[src/rtl/final_full_adder.sv]
// WIDTH-bit ripple-carry adder with carry-in/carry-out and a single output register stage.
// Built from a chain of one-bit full-adder cells, LSB to MSB.

module final_full_adder_cell (
  input  logic i_a,
  input  logic i_b,
  input  logic i_c,
  output logic o_s,
  output logic o_c
);

  logic w_p;

  assign w_p = i_a ^ i_b;
  assign o_s = w_p ^ i_c;
  assign o_c = (i_a & i_b) | (i_c & w_p);

endmodule

module final_full_adder #(
  parameter int WIDTH = 4
) (
  input  logic             clk,
  input  logic             rst,
  input  logic [WIDTH-1:0] a,
  input  logic [WIDTH-1:0] b,
  input  logic             cin,
  output logic [WIDTH-1:0] s,
  output logic             cout
);

  logic [WIDTH:0]   w_carry;
  logic [WIDTH-1:0] w_sum;
  logic [WIDTH-1:0] r_s;
  logic             r_cout;

  assign w_carry[0] = cin;

  for (genvar i = 0; i < WIDTH; i++) begin : g_cell
    final_full_adder_cell u_cell (
      .i_a (a[i]),
      .i_b (b[i]),
      .i_c (w_carry[i]),
      .o_s (w_sum[i]),
      .o_c (w_carry[i+1])
    );
  end

  // Result register; reset wins over the load so an in-flight sum is discarded.
  always_ff @(posedge clk) begin
    if (rst) begin
      r_s    <= {WIDTH{1'b0}};
      r_cout <= 1'b0;
    end else begin
      r_s    <= w_sum;
      r_cout <= w_carry[WIDTH];
    end
  end

  assign s    = r_s;
  assign cout = r_cout;

endmodule

[config.mk]
export PLATFORM = sky130hd
export DESIGN_NAME = final_full_adder
export DESIGN_NICKNAME = d
export VERILOG_FILES = /design/src/rtl/final_full_adder.sv
export SDC_FILE = /design/constraint.sdc
export NUM_CORES = 1
export LEC_CHECK = 0
export CAP_MARGIN = 10
export CORE_AREA = 2 2 39 41
export DETAILED_ROUTE_END_ITERATION = 8
export DIE_AREA = 0 0 41 43
export SLEW_MARGIN = 10
export SYNTH_ARGS = -nofsm -noshare
export SYNTH_HDL_FRONTEND = slang
export SYNTH_SLANG_ARGS = --single-unit
export TNS_END_PERCENT = 10
[constraint.sdc]
create_clock -name clk -period 3.35 [get_ports clk]
set_input_delay 0.335 -clock clk [delete_from_list [all_inputs] [get_ports clk]]
set_output_delay 0.335 -clock clk [all_outputs]
set_load 0.005 [all_outputs]
* Word level (Yosys, flattened, before mapping)
Index checks and enable logic that the tools add are counted.
** Storage, ports and cells
- Bits in registers :: 5
- Bits of input ports :: 11
- Logic and storage cells :: 22
** Operators by class
- Bitwise operators :: 20
** Operators with widths (number)
- $and A1 B1 Y1 :: 8
- $xor A1 B1 Y1 :: 8
- $or A1 B1 Y1 :: 4

* Depth between registers and ports, before layout
Gate-level depths: netlist (run 1).
- Depth after elaboration :: 9
- Gate-level depth with buffers :: 8

* By module
A second synthesis (run 1) with hierarchy kept.
** Second synthesis, totals
- Cells, all modules :: 14
- Area, all modules :: 211.5 µm²
** Modules (own cells, without submodules)
- final_full_adder :: instances 1, cells an instance 10, area each 131.4 µm², seq. area each 100.1 µm²
- final_full_adder_cell :: instances 4, cells an instance 1, area each 20.0 µm², seq. area each 0.0 µm²

* Least setup slack after synthesis (run 1)
Ideal clock, no wire load.
- Path type :: input -> register
- From :: input port a[0]
- To :: register r_s[3], in the netlist s[3]
- Data arrival time :: 1852 ps
- Data required time :: 3286 ps
- Slack :: 1434 ps
- Stages :: 8
- Path buffers :: 0
- Path through :: inv_1 fa_1 inv_1 fa_1 fa_1 inv_1 fa_1 nor2_1
** On the way
- Longest elaborated chain between the ends :: 8
- Elaborated cells on any way between the ends :: 9
- Those cells by class :: bitwise: 9
** Ends and longest elaborated chain
- from (decl) :: RTL line 25 : input logic [WIDTH-1:0] a,
- $xor A1 B1 Y1 :: RTL line 14 : assign w_p = i_a ^ i_b;
- $and A1 B1 Y1 :: RTL line 16 : assign o_c = (i_a & i_b) | (i_c & w_p);
- $or A1 B1 Y1 * :: RTL line 16
- $and A1 B1 Y1 * :: RTL line 16
- $or A1 B1 Y1 * :: RTL line 16
- $and A1 B1 Y1 * :: RTL line 16
- $or A1 B1 Y1 * :: RTL line 16
- $xor A1 B1 Y1 * :: RTL line 15 : assign o_s = w_p ^ i_c;
- to (signal assigned) :: RTL line 52 : r_s <= {WIDTH{1'b0}};
- to (signal assigned) :: RTL line 55 : r_s <= w_sum;
- to (decl) :: RTL line 34 : logic [WIDTH-1:0] r_s;
Every way passes the cells marked *; elsewhere a longest branch is shown, timed or not.
A chain may end at the register's enable or synchronous reset.

* Final worst setup path (run 1)
Ends and elaborated chain as after synthesis.

==> results of run 1 <==
area by class of cell:
type | count | area, um2
tap | 16 | 20.02
clock buffer | 4 | 26.28
fill | 155 | 957.2
timing repair buffer | 15 | 150.1
multi-input combinational | 9 | 103.9
inverter | 7 | 26.28
sequential | 5 | 100.1
registers in the layout (all words and copies together) (netlist names):
register and cells:
cout 1, s 4
per-layer routing:
metal  share of wire (%)  vias up  GRT usage [%]
li1                    -       94              -
met1                  34       78          5.229
met2                  57       12          7.813
met3                 9.3        0              0
met4                   0        0          8.000
met5                   0        -              0
synthesized netlist by cell type (all sizes together):
| master | count |
|---|---|
| fa | 4 |
| inv | 7 |
| nor2b | 2 |
| nor2 | 3 |
| dfxtp | 5 |
worst paths after layout:
kind,start,endpoint,slack (ns)
worst min-delay path,rst,cout,0.72
worst max-delay path,a[0],s[3],1.21
stage by stage:
| stage | worst slack [ns] | utilization, % | instances | total power (uW) | instance area (um2) |
|---|---|---|---|---|---|
| after floorplan | 1.434 | - | 21 | 82.10 | 230.2 |
| after detailed placement | 0.9426 | 28.93 | 52 | 111.1 | 400.4 |
| after global routing | 1.036 | 30.83 | 56 | 186.6 | 426.7 |
| after CTS | 1.194 | 30.83 | 56 | 180.5 | 426.7 |
| final | 1.207 | 30.83 | 56 | 175.4 | 426.7 |
| after global placement | 0.9473 | 28.93 | 52 | 110.3 | 400.4 |
kinds of logic (layout without fill, tap and decap cells):
group,Yosys count,count (layout),share of synthesized area [%]
DFF,5,5,43.48
and+or+nand+nor,5,5,10.32
buffers and inverters,7,26,11.42
adders and majority gates,4,4,34.78
where the power goes:
part,internal (uW),switching (uW)
Combinational,28.0,12.6
Clock,44.9,22.0
Sequential,66.5,1.50
Total,139,36.1
==> results.yml, run 1 <==
critical_path:
  cp_num_cells: 9
  cp.required_ns: 3.53
  cp_num_buf_inv: 4
  cp-start-kind: "primary input"
  critPathMaxStageDelay_ns: 0.40
  crit_family: "adder cells"
  crit_path_max_fanout: 1
  crit_top_cell: "fa_1"
  crit_slowest_cell: "fa_1"
  arrival_ns: 2.32
  criticalPathCategory: "primary input to flip-flop"
  crit_path_end_kind: "flip-flop"
  path_cells: "clkdlybuf4s50_1 -> inv_1 -> fa_1 -> inv_1 -> fa_1 -> fa_1 -> inv_1 -> fa_1 -> nor2_1"
placement:
  port_buffers: 15
  hpwlAfterDp_um: 323.5
  gp_congestion: 0.5777
floorplanning:
  fp-row-count: 14
  io_pins: 16
  die_h_um: 43
  die_area_um2: 1763
  core_area_um2: 1384
  die_w_um: 41
  initial_core_util_pct: 16.64
layout:
  num_antenna_cells: 0
  final_common_cell: "clkdlybuf4s50_1"
  mostFrequentLayoutCells: "15 x clkdlybuf4s50_1, 7 x inv_1, 5 x dfxtp_1"
  drive_above_1_share_pct: 7.500
  layout.nets: 56
  syn_to_final_growth_pct: 85.33
routing:
  wl_um: 345
  drt_iter0_markers: 0
  drc_errors: 0
  vias: 184
  wire_per_inst_um: 6.161
  ant_nets: 0
  dr.pass1.iters: 1
  via_per_inst: 3.286
logic_synthesis:
  synth_area_leaders: "dfxtp_1 43%, fa_1 35%, inv_1 11%, nor2b_1 5.4%, nor2_1 4.9%"
  synth_area_leader_cell: "dfxtp_1"
  syn_area_per_cell_um2: 10.96
  ys_warn_count: 0
  ys_seq_area_share_pct: 43.48
  synthesis.area_um2: 230.2
  post_synth_inst_count: 21
  synth_seq_cells: 5
  ys_types: 5
  syn-num-nets: 36
  synth_top_area_share_pct: 43.48
timing:
  period_needed_ns: 2.143
  finalSetupViolCount: 0
  rsz0062_at_grt: "no"
  drv_slew: 0
  maxSlewHeadroom_pct: 89.21
  fin_crit_sh_pct: 63.97
  finalSetupTns_ns: 0
  fmax_ghz: 0.4666
  hold_viol: 0
  tightest_slew_ns: 0.1613
  hold_ws_ns: 0.7218
cts:
  cts_tree: "built"
  clkSinkCount: 5
  post_cts_buffers: 0
  cts_buffer_depth: 2
  cts_resized: 0
  postCtsHoldBufs: 0
  htreeDepth: 1
  cts_root_buf: "clkbuf_4"
  cts_buffers: 3
  path_clk_slew_ns: 0.04
power_and_ir_drop:
  p_leak_uw: 0.0001908
  vdd_drop_max_v: 0.0001002
  p_per_area_nw_per_um2: 411.1
global_routing:
  grt_overflow: 0
  antenna_found_initial: 0
  grt_max_degree: 6
  grtUsageTotal_pct: 5.348
  grt_pass1_wl_um: 600
  grt_pass1_vias: 187
min_path:
  hp-class: "primary input to flip-flop"
  hold_depth: 2
outcome:
  outcome: "completed"
flow_run:
  maxCapViolCount: 0
No activity file was read; power rests on OpenSTA's default activity.
==> inputs of run 2 (changes only) <==
- clock period: 3.35 -> 1.9 ns (I/O delays scaled with it)
==> run 2 against run 1 <==
Against the previous run:
- count of clock-buffer cells in the layout unchanged
- sequential cell count unchanged
- global-route usage down 0.30 points
- largest power group unchanged
- largest cell class unchanged
- combinational power up 81%
==> results.yml, run 2 (synthesis results as in run 1) <==
outcome:
  outcome: "completed"
layout:
  syn_to_final_growth_pct: 86.96
  drive_above_1_share_pct: 25.00
  num_antenna_cells: 0
  fin_util_pct: 31.10
  largest_reg_flops: 4
  layout.nets: 56
  mostFrequentLayoutCells: "12 x clkdlybuf4s50_1, 5 x dfxtp_1, 4 x inv_2"
  final_common_cell: "clkdlybuf4s50_1"
cts:
  cts_buffer_depth: 2
  cts_tree: "built"
  path_clk_slew_ns: 0.04
  clkSinkCount: 5
  cts_buffers: 3
  cts_root_buf: "clkbuf_4"
  post_cts_buffers: 0
  htreeDepth: 1
global_routing:
  grt_overflow: 0
  grt_use_met3_pct: 0
  antenna_found_initial: 0
  met2_usage_pct: 7.500
  grt_max_degree: 6
  grt.busiest_layer: "met4"
  grt_pass1_wl_um: 558
  grtUsageTotal_pct: 5.051
  grt_pass1_vias: 183
  met1_usage_pct: 4.590
timing:
  fmax_ghz: 0.5571
  fin_crit_sh_pct: 94.47
  finalSetupViolCount: 0
  rsz0062_at_grt: "no"
  drv_slew: 0
  tightest_slew_ns: 0.1603
  hold_viol: 0
  setup_slack_ns: 0.1051
  maxSlewHeadroom_pct: 89.28
  period_needed_ns: 1.795
min_path:
  hold_depth: 4
  hold_path_end: "s[0]"
  hold_path.startpoint: "b[0]"
  hp-class: "primary input to flip-flop"
placement:
  hpwlAfterDp_um: 323.5
  port_buffers: 15
  gp_congestion: 0.5777
  pre_cts_ws_ns: -0.3624
critical_path:
  cp-start-kind: "primary input"
  crit_path_end_kind: "flip-flop"
  arrival_ns: 1.97
  criticalPathCategory: "primary input to flip-flop"
  crit_path_max_fanout: 1
  cp.required_ns: 2.07
routing:
  drt_iter0_markers: 0
  dr.pass1.iters: 1
  drc_errors: 0
  vias: 183
  wl_um: 348
  wire_per_inst_um: 6.214
  ant_nets: 0
  via_per_inst: 3.268
floorplanning:
  fp-row-count: 14
  die_area_um2: 1763
  initial_core_util_pct: 16.64
  core_area_um2: 1384
  die_h_um: 43
  io_pins: 16
  die_w_um: 41
power_and_ir_drop:
  p_per_area_nw_per_um2: 722.7
  p_leak_uw: 0.0001881
  vdd_drop_max_v: 0.0001798
flow_run:
  maxCapViolCount: 0
## run 2: how the worst max path moves through the flow
stage	start	endpoint	slack, ns
floorplan	a[0]	s[3]	0.13
global placement	a[0]	s[3]	-0.36
detailed placement	a[0]	s[3]	-0.36
CTS	a[0]	s[3]	0.07
global route	a[0]	s[3]	0.007
finish	a[0]	s[3]	0.11
## run 2: critical path, stage by stage
cell	delay [ns]
dlygate4sd2_1	0.24
inv_2	0.06
fa_2	0.19
inv_2	0.04
fa_2	0.35
fa_2	0.34
inv_2	0.06
fa_1	0.41
nor2_1	0.10
## run 2: metal layers
layer  wire length, um  vias to the layer above
met4                 0                        0
met3                32                        0
li1                  -                       94
met5                 0                        -
met1               118                       77
met2               198                       12
## run 2: final cells by class
| type | count | area (um2) |
|---|---|---|
| fillers | 156 | 953.4 |
| repair buffers | 15 | 146.4 |
| multi-input cells | 9 | 111.4 |
| flip-flops and latches | 5 | 100.1 |
| clock buffers | 4 | 26.28 |
| inverters | 7 | 26.28 |
| well taps | 16 | 20.02 |
## run 2: what timing repair did
item                                    CTS  global route
gates resized for setup                  10             0
hold buffers                              0             0
cloned                                    0             0
pin swaps                                 5             1
endpoints found under the setup margin    1             1
endpoints found under the hold margin     0             0
## run 2: through the flow
| stage | cell area (um2) | cells | power, uW | setup TNS, ns | hold slack [ns] |
|---|---|---|---|---|---|
| finish | 430.4 | 56 | 311.1 | 0 | 0.5071 |
| global route | 430.4 | 56 | 330.5 | 0 | 0.5208 |
| CTS | 430.4 | 56 | 320.4 | 0 | 0.5004 |
| detailed placement | 400.4 | 52 | 195.8 | -0.7049 | 0.8188 |
| global placement | 400.4 | 52 | 194.5 | -0.6871 | 0.8099 |
| floorplan | 230.2 | 21 | 144.8 | 0 | 0.2567 |
## run 2: power breakdown
part           total (uW)  internal (uW)  switching, uW
logic                73.3           49.1           24.2
clock network         118           79.1           38.8
registers             120            117           2.64
